**config.mk**
```make
export PLATFORM = sky130hd
export DESIGN_NAME = code_rx_fifo
export DESIGN_NICKNAME = d
export VERILOG_FILES = /design/src/rtl/code_link_pkg.sv /design/src/rtl/code_fifo.sv /design/src/rtl/code_rx_fifo.sv
export SDC_FILE = /design/constraint.sdc
export NUM_CORES = 1
export LEC_CHECK = 0
export BUFFER_PORTS_ARGS = -buffer_cell sky130_fd_sc_hd__clkbuf_2
export CAP_MARGIN = 20
export CORE_MARGIN = 2
export CORE_UTILIZATION = 30
export DETAILED_ROUTE_END_ITERATION = 8
export PLACE_DENSITY = 0.53
export SYNTH_ARGS = -nofsm -noshare
export SYNTH_HDL_FRONTEND = slang
export SYNTH_SLANG_ARGS = --single-unit
```
**constraint.sdc**
```tcl
create_clock -name clk -period 2.48 [get_ports clk]
set_clock_uncertainty 0.05 [all_clocks]
set_input_delay 0.248 -clock clk [delete_from_list [all_inputs] [get_ports clk]]
set_output_delay 0.248 -clock clk [all_outputs]
set_load 0.02 [all_outputs]
```
**src/rtl/code_link_pkg.sv**
```systemverilog
// Shared constants and types for the 16-bit RLE code link (transmitter and receiver).
package code_link_pkg;

    localparam int CODE_CLKS_PER_BIT = 435;
    localparam int CODE_DATA_BITS    = 16;
    // start + data + stop
    localparam int CODE_FRAME_BITS   = CODE_DATA_BITS + 2;

    typedef enum logic [2:0] {
        IDLE,
        START,
        DATA,
        STOP,
        WAIT_IDLE
    } rx_state_e;

endpackage

```
**src/rtl/code_fifo.sv**
```systemverilog
// Synchronous show-ahead FIFO: rdata is always the head word, level is the occupancy.
// DEPTH must be a power of two so the pointers wrap for free.
module code_fifo #(
    parameter int WIDTH = 16,
    parameter int DEPTH = 4
) (
    input  logic                     clk,
    input  logic                     rst,
    input  logic                     push,
    input  logic                     pop,
    input  logic [WIDTH-1:0]         wdata,
    output logic [WIDTH-1:0]         rdata,
    output logic                     full,
    output logic                     empty,
    output logic [$clog2(DEPTH):0]   level
);

    localparam int AW = $clog2(DEPTH);

    logic [DEPTH-1:0][WIDTH-1:0] mem;
    logic [AW-1:0]               wr_ptr;
    logic [AW-1:0]               rd_ptr;
    logic                        do_push;
    logic                        do_pop;

    assign full    = (level == ($clog2(DEPTH)+1)'(DEPTH));
    assign empty   = (level == '0);
    assign do_pop  = pop && !empty;
    // A push into a full FIFO still lands when the head leaves on the same edge.
    assign do_push = push && (!full || do_pop);
    assign rdata   = mem[rd_ptr];

    // Storage, pointers and occupancy; memory is cleared so the head reads 0 after reset.
    always_ff @(posedge clk) begin
        if (rst) begin
            mem    <= '0;
            wr_ptr <= '0;
            rd_ptr <= '0;
            level  <= '0;
        end else begin
            if (do_push) begin
                mem[wr_ptr] <= wdata;
                wr_ptr      <= wr_ptr + 1'b1;
            end
            if (do_pop) begin
                rd_ptr <= rd_ptr + 1'b1;
            end
            case ({do_push, do_pop})
                2'b10:   level <= level + 1'b1;
                2'b01:   level <= level - 1'b1;
                default: ;
            endcase
        end
    end

endmodule

```
**src/rtl/code_rx_fifo.sv**
```systemverilog
// Serial receiver for the RLE code link: 2-flop synchronizer, framing FSM and a
// show-ahead word FIFO drained by the run-length decoder via valid/ready.
module code_rx_fifo
    import code_link_pkg::*;
#(
    parameter int CLKS_PER_BIT = CODE_CLKS_PER_BIT,
    parameter int DATA_BITS    = CODE_DATA_BITS,
    parameter int FIFO_DEPTH   = 4
) (
    input  logic                          clk,
    input  logic                          rst,
    input  logic                          din,
    output logic [DATA_BITS-1:0]          dout,
    output logic                          valid,
    input  logic                          ready,
    output logic                          frame_err,
    output logic                          overflow,
    output logic [$clog2(FIFO_DEPTH):0]   level
);

    localparam int TW = $clog2(CLKS_PER_BIT + 1);
    localparam int BW = $clog2(DATA_BITS + 1);
    localparam logic [TW-1:0] T_HALF   = TW'(CLKS_PER_BIT / 2 - 1);
    localparam logic [TW-1:0] T_BIT    = TW'(CLKS_PER_BIT - 1);
    localparam logic [BW-1:0] LAST_BIT = BW'(DATA_BITS - 1);

    logic                 sync1;
    logic                 din_s;
    logic                 din_prev;
    rx_state_e            state;
    logic [TW-1:0]        timer;
    logic [BW-1:0]        bit_cnt;
    logic [DATA_BITS-1:0] shreg;
    logic                 push_req;
    logic                 bad_stop;
    logic                 pop;
    logic                 full;
    logic                 empty;

    assign valid = !empty;
    assign pop   = valid && ready;

    // Synchronize the line and keep one more delayed copy for start-edge detection.
    always_ff @(posedge clk) begin
        if (rst) begin
            sync1    <= 1'b1;
            din_s    <= 1'b1;
            din_prev <= 1'b1;
        end else begin
            sync1    <= din;
            din_s    <= sync1;
            din_prev <= din_s;
        end
    end

    // Framing FSM: mid-bit sampling off the start edge, one-cycle push/error strobes.
    always_ff @(posedge clk) begin
        if (rst) begin
            state    <= IDLE;
            timer    <= '0;
            bit_cnt  <= '0;
            shreg    <= '0;
            push_req <= 1'b0;
            bad_stop <= 1'b0;
        end else begin
            push_req <= 1'b0;
            bad_stop <= 1'b0;
            case (state)
                IDLE: begin
                    if (din_prev && !din_s) begin
                        timer   <= '0;
                        bit_cnt <= '0;
                        state   <= START;
                    end
                end
                START: begin
                    if (timer == T_HALF) begin
                        timer <= '0;
                        state <= din_s ? IDLE : DATA;
                    end else begin
                        timer <= timer + 1'b1;
                    end
                end
                DATA: begin
                    if (timer == T_BIT) begin
                        timer   <= '0;
                        // Shifting in from the top leaves bit k at index k after DATA_BITS samples.
                        shreg   <= {din_s, shreg[DATA_BITS-1:1]};
                        bit_cnt <= bit_cnt + 1'b1;
                        if (bit_cnt == LAST_BIT) state <= STOP;
                    end else begin
                        timer <= timer + 1'b1;
                    end
                end
                STOP: begin
                    if (timer == T_BIT) begin
                        timer <= '0;
                        if (din_s) begin
                            push_req <= 1'b1;
                            state    <= IDLE;
                        end else begin
                            bad_stop <= 1'b1;
                            state    <= WAIT_IDLE;
                        end
                    end else begin
                        timer <= timer + 1'b1;
                    end
                end
                // A held-low line (break) must go high before a new start edge counts.
                WAIT_IDLE: begin
                    if (din_s) state <= IDLE;
                end
                default: state <= IDLE;
            endcase
        end
    end

    // Status pulses line up with the cycle the pushed word becomes visible.
    always_ff @(posedge clk) begin
        if (rst) begin
            frame_err <= 1'b0;
            overflow  <= 1'b0;
        end else begin
            frame_err <= bad_stop;
            overflow  <= push_req && full && !pop;
        end
    end

    code_fifo #(
        .WIDTH (DATA_BITS),
        .DEPTH (FIFO_DEPTH)
    ) u_fifo (
        .clk   (clk),
        .rst   (rst),
        .push  (push_req),
        .pop   (pop),
        .wdata (shreg),
        .rdata (dout),
        .full  (full),
        .empty (empty),
        .level (level)
    );

endmodule

```
# After elaboration in Yosys (flattened, before gate mapping)
# Index checks and enable logic that the tools add are counted.
# totals
inputBits,4
output_inout_bits,22
rom_bits,0
word_cells,92
ff_bits,111
latch_bits,0
mem_bits_rw,0
n_memories,0
# classes
magnitude_cmp,3
multipliers,0
bitwise_logic,2
n_reduce_logical,23
div,0
addsub,6
n_mux,24
shifts,0
eq_ne,16
# op_table
cell,n
64-bit bitwise mux,1
16-bit binary-select mux with 2-bit select,1
16-bit demux with 2-bit select,1
16-bit 2-to-1 mux,2
9-bit 2-to-1 mux,3
9-bit one-hot mux with 3 select lines,1
3-bit 2-to-1 mux,7
3-bit one-hot mux with 5 select lines,1
"2-bit inequality test, second input constant",6
5-bit 2-to-1 mux,2
5-bit one-hot mux with 2 select lines,1
"9-bit by 1-bit adder with 9-bit output, second input constant",1
"9-bit by 8-bit == test with 1-bit output, second input constant",1
"9-bit == test, second input constant",1
1-bit logical AND,7
"3-bit by 2-bit == test with 1-bit output, second input constant",2
"3-bit == test, second input constant",2
3-bit zero test,2
"2-bit by 3-bit less-than comparator with 1-bit output, second input constant",2
3-bit one-hot mux with 2 select lines,1
6-bit AND reduction,1
"5-bit by 1-bit adder with 5-bit output, second input constant",1
"5-bit by 4-bit == test with 1-bit output, second input constant",1
"2-bit by 1-bit adder with 2-bit output, second input constant",2
other kinds (17),24

# Longest topological paths before layout
# depth
ltp_word,8
depth_mapped,9
ltp_nobuf,8

# Modules after synthesis
# Synthesis repeated with hierarchy kept, for this count alone.
# unflattened
cells_unflattened,532
area_unflattened_um2,5315.1
# modules_own_cells
module,cells_each,seq_area_each_um2,instances,area_per_inst_um2
code_fifo,308,1421.4,1,3442.1
code_rx_fifo,224,800.8,1,1873.0

# Worst setup path after synthesis
# OpenSTA, ideal clock, no wires.
# synth_path
path_type,reg2reg
startpoint,register u_fifo.level[0]
endpoint,register u_fifo.level[2]
required_time_ps,2360
slack_ps,-31
arrival_time_ps,2391
n_path_buf,1
path_stages_with_launch,10
setup_time_ps,70
synth_period_minus_slack_ps,2511
path_cell_list,dfxtp_1 -> or4b_1 -> buf_4 -> nand2_1 -> ha_1 -> inv_1 -> fa_1 -> xor2_1 -> or3_1 -> a21oi_1
# synth_via
elab_chain_len,8
word_cells_on_any_way,14
classes_between,add/sub: 2; eq/ne: 3; mux: 1; reduce/logical: 8
# synth_rtl
item,line_no,rtl
start: declaration,code_fifo.sv:15,output logic [$clog2(DEPTH):0] level
start signal: assignment,code_fifo.sv:49,2'b10: level <= level + 1'b1;
start signal: assignment,code_fifo.sv:50,2'b01: level <= level - 1'b1;
3-bit zero test,code_fifo.sv:27,assign empty = (level == '0);
1-bit zero test,"code_fifo.sv:28, code_rx_fifo.sv:40",
1-bit logical AND,code_rx_fifo.sv:41,assign pop = valid && ready;
1-bit logical AND,code_fifo.sv:28,assign do_pop = pop && !empty;
1-bit logical OR,code_fifo.sv:30,assign do_push = push && (!full || do_pop);
1-bit logical AND,code_fifo.sv:30,
2-bit by 1-bit == test with 1-bit output / 2-bit == test (equally long branches),code_fifo.sv:48,"case ({do_push, do_pop})"
3-bit one-hot mux with 2 select lines / 2-bit nonzero test (equally long branches),-,
# Parallel ways exist; a longest one is shown, timed or not.
# A chain may end at the register's enable or synchronous reset.

# Final worst setup path
# Same ends and word-level chain as after synthesis.

==> impl_summary.txt <==
----------------------------------------------------
[Global route]
  Number of antenna violations at the first check in global routing ... 0
  Maximum number of pins on one net before global-route repair ... 75
  Total congestion overflow ... 0
  Wire length of the first global-routing pass ... 17,280 um
  Number of global-route vias before repair ... 3,559
  GRT Overall Usage ... approximately 12%

[Yosys]
  Async set-or-reset flop fraction in the synthesized netlist ... 0%
  Top flip-flop cell by instance count after synthesis ... sky130_fd_sc_hd__dfxtp_1
  Post-Synth Adder-Cell Area ... 2.968%
  Average cell area after synthesis ... 9.938 sq um
  Fraction of the yosys area taken by sequential cells ... 45.45%
  Number of storage elements in the synthesis netlist ... 111
  Largest family of logic cells by synthesized area ... multiplexers
  Top cells by area, synth ... sky130_fd_sc_hd__dfxtp_1, sky130_fd_sc_hd__mux2i_1, sky130_fd_sc_hd__mux4_2
  Yosys top cell area share ... 45.45%
  Synth Net Count ... approximately 500
  Cells after Synth ... 492
  XOR/XNOR share of the synthesized area ... under 10%
  Fraction of synthesized area in multiplexers ... 20.47%
  Distinct cell type count of the synthesized netlist ... a little over 50
  Compound-gate portion of the synthesized area ... 8.342%
  Yosys synthesis warning count ... 0
  Number of enable-type register cells in the synthesized netlist ... 0
  Cell area after synthesis ... 4890 sq um
  Post-synthesis simple-gate area fraction ... 17.84%
  Cell taking the most area after synthesis ... sky130_fd_sc_hd__dfxtp_1

[Floorplan]
  Die footprint ... 17,340 sq um
  Die Ht ... 131.7 um
  Std cell rows ... 46
  Core area ... 15,890 sq um
  Starting density of the core ... 30.78%
  Boundary pin count ... 26
  Chip Width ... 131.7 um

[Clock tree]
  Maximum buffer depth of the clock tree ... 2
  Post-CTS clock slew at the launch and capture registers of the worst setup and hold paths ... 0.07 ns
  Clk_lat worst skew ... ~0.35 ns
  Number of sinks on the clock net ... 111
  Root buffer cell ... sky130_fd_sc_hd__clkbuf_16
  H-tree levels ... 3
  Clock tree from TritonCTS ... done
  CTS buffer count ... 9

[STA]
  RSZ-0062 raised after global routing ... false
  Worst slew margin ... 55.87%
  Final count of pins violating max slew ... 0
  Total count of hold-check failures in the final report ... 0
  Setup TNS ... 0 ns
  Minimum clock period after layout ... roughly 2.4 ns
  Crit share post-route ... 94.79%
  Worst-margin pin slew ... 0.6528 ns
  Highest achievable clock rate ... 425.4 MHz
  Total setup violations reported at the end of the flow ... 0

[Job]
  Number of maximum-capacitance violations ... 0

[Route]
  Routed wire length ... between 10,000 and 15,000 um
  Via count ... 3,487
  Count of unresolved DRC violations after routing ... 0
  First DRT Iteration DRCs ... ~160
  Post-DR vias/cell ... 4.783
  Antenna-violating nets left ... 0
  Detailed-routing iteration count for the pre-antenna-repair pass ... 4
  Wire length per cell ... 13.76 um

[Placement]
  Placed wire-length estimate ... roughly 6400 um
  Number of port buffers ... 25
  Final estimated routing congestion in global placement ... 0.7396

[Worst setup path]
  Maximum fanout encountered on the critical timing path ... 6
  Crit path kind ... reg -> reg
  Largest incremental delay on the critical path ... 0.55 ns
  Kind of end point of the critical path ... flop
  Sequence of cells on the critical path ... or4b_4 -> nand2_2 -> ha_2 -> inv_1 -> fa_1 -> xor2_1 -> or3_1 -> a21oi_1
  CP startpoint kind ... flop
  R2R setup slack ... ~0.13 ns
  Required time of the worst setup path ... 2.71 ns
  Library cell contributing the largest single delay on the critical path ... sky130_fd_sc_hd__or4b_4
  Arrival @ worst endpoint ... approximately 2.6 ns

[Final layout]
  Most used cells in the layout excluding fill and tap cells ... sky130_fd_sc_hd__dfxtp_1, sky130_fd_sc_hd__nor2_1, sky130_fd_sc_hd__mux2i_1
  Area growth from synthesis to final layout ... 12.64%
  Number of nets in the finished design ... roughly 520
  Most common cell after layout, fill and taps aside ... sky130_fd_sc_hd__dfxtp_1
  Multi-input gate area in the final layout ... 2487 sq um
  Share of final-layout standard cells stronger than drive strength 1 ... 15.98%
  Final core utilization ... 34.67%
  Number of fill cells in the layout ... 1,613
  Area of all sequential standard cells ... 2226 sq um
  Antenna Cells ... 0

[Power and ir drop]
  Cell internal power dissipation ... 0.002514 W
  Clock share of power ... 42.1%
  Portion of total power attributed to sequential cells ... about 56%
  Net Sw Frac ... between 20% and 30%
  Share of total power in combinational logic ... under 10%
  Leak pwr ... 2.376 nW
  Maximum vdd ir drop ... 0.0003074 V
  Switching pwr ... 0.0007072 W
  Pwr/cell area ... 584.9 nW/um^2

[Hold path]
  Hold Path Class ... in -> reg

[Status]
  Outcome ... finished, final reports clean

----------------------------------------------------
[critical path, delay by kind of cell, from the launching register on]
family / cells / cell delay (ns)
AOI/OAI and AO/OA: 1 / 0.15
xor gates and xnor gates: 1 / 0.16
adders and majority gates: 2 / 0.57
buffers and inverters: 1 / 0.05
DFF: 1 / 0.35
and+or+nand+nor: 3 / 0.96
[state kept, by name, indices dropped and copies added, names as in the netlist, 2 cells and up]
| signal | flops |
|---|---|
| u_fifo.mem | 64 |
| shreg | 16 |
| timer | 9 |
| bit_cnt | 5 |
| state | 3 |
| u_fifo.level | 3 |
| u_fifo.rd_ptr | 2 |
| u_fifo.wr_ptr | 2 |
[cells in the mapped netlist (5+ instances only)]
cell and number:
sky130_fd_sc_hd__dfxtp_1 111, sky130_fd_sc_hd__o21ai_0 8, sky130_fd_sc_hd__inv_1 11, sky130_fd_sc_hd__ha_1 10
sky130_fd_sc_hd__nor3_1 5, sky130_fd_sc_hd__mux2i_1 64, sky130_fd_sc_hd__nor2_1 77, sky130_fd_sc_hd__a21oi_1 33
sky130_fd_sc_hd__nand3_1 8, sky130_fd_sc_hd__mux4_2 16, sky130_fd_sc_hd__nand2_1 50, sky130_fd_sc_hd__clkbuf_1 17
[area by class of cell]
class                           count  share of cell area, %
Clock inverter                      4                 0.5906
Timing Repair Buffer               34                  3.771
Multi-Input combinational cell    342                  45.16
Inverter                           11                 0.7497
Tap cell                          216                  4.907
Clock buffer                       11                  4.407
Sequential cell                   111                  40.41
[power by group through the flow]
stage               registers, W  clock network [W]   logic, W
floorplan                0.00183                  0  0.0000540
global placement         0.00184                  0  0.0000707
detailed placement       0.00184                  0  0.0000717
CTS                      0.00179            0.00141  0.0000719
global route             0.00179            0.00147  0.0000794
finish                   0.00179            0.00136  0.0000699
[per-stage QoR]
stage          power (W)  std cells  setup WS, ns  hold slack (ns)  instance area, sq um
6_report        0.003221        729        0.1293          0.02626                  5508
5_1_grt         0.003343        729       0.02746          0.01740                  5508
4_1_cts         0.003271        729       0.05633          0.01364                  5499
3_5_place_dp    0.001907        714       0.09050           0.3437                  5224
3_3_place_gp    0.001906        714        0.1421           0.3466                  5224
2_1_floorplan   0.001886        492       0.01477           0.3018                  4893
[final timing paths]
path         depth (start not counted)                          from                           end
max                                  8  u_fifo.level[0]$_SDFFE_PP0P_  u_fifo.level[2]$_SDFFE_PP0P_
min                                  2                           din              sync1$_SDFF_PP1_
max reg2reg                          8  u_fifo.level[0]$_SDFFE_PP0P_  u_fifo.level[2]$_SDFFE_PP0P_
min reg2reg                          1              sync1$_SDFF_PP1_              din_s$_SDFF_PP1_
[what timing repair did]
action	CTS	global route
setup endpoints to repair	0	1
endpoints found under the hold margin	0	0
hold buffers	0	0
gates resized for setup	0	3
setup buffers	0	0
[cells by family after synthesis]
logic type      after synthesis
mux                          80
simple gates                178
flops                       111
compound gates               67
xor+xnor                      6
fa+ha+maj                    11
buf+inv                      39
[metal layers]
metal	up-vias	wire, um	GRT usage, %
li1	1767	-	-
met1	1678	4507	14.17
met2	27	5102	21.67
met3	15	156	1.813
met4	0	261	7.005
met5	-	0	0
(Power assumes the default switching activity.)
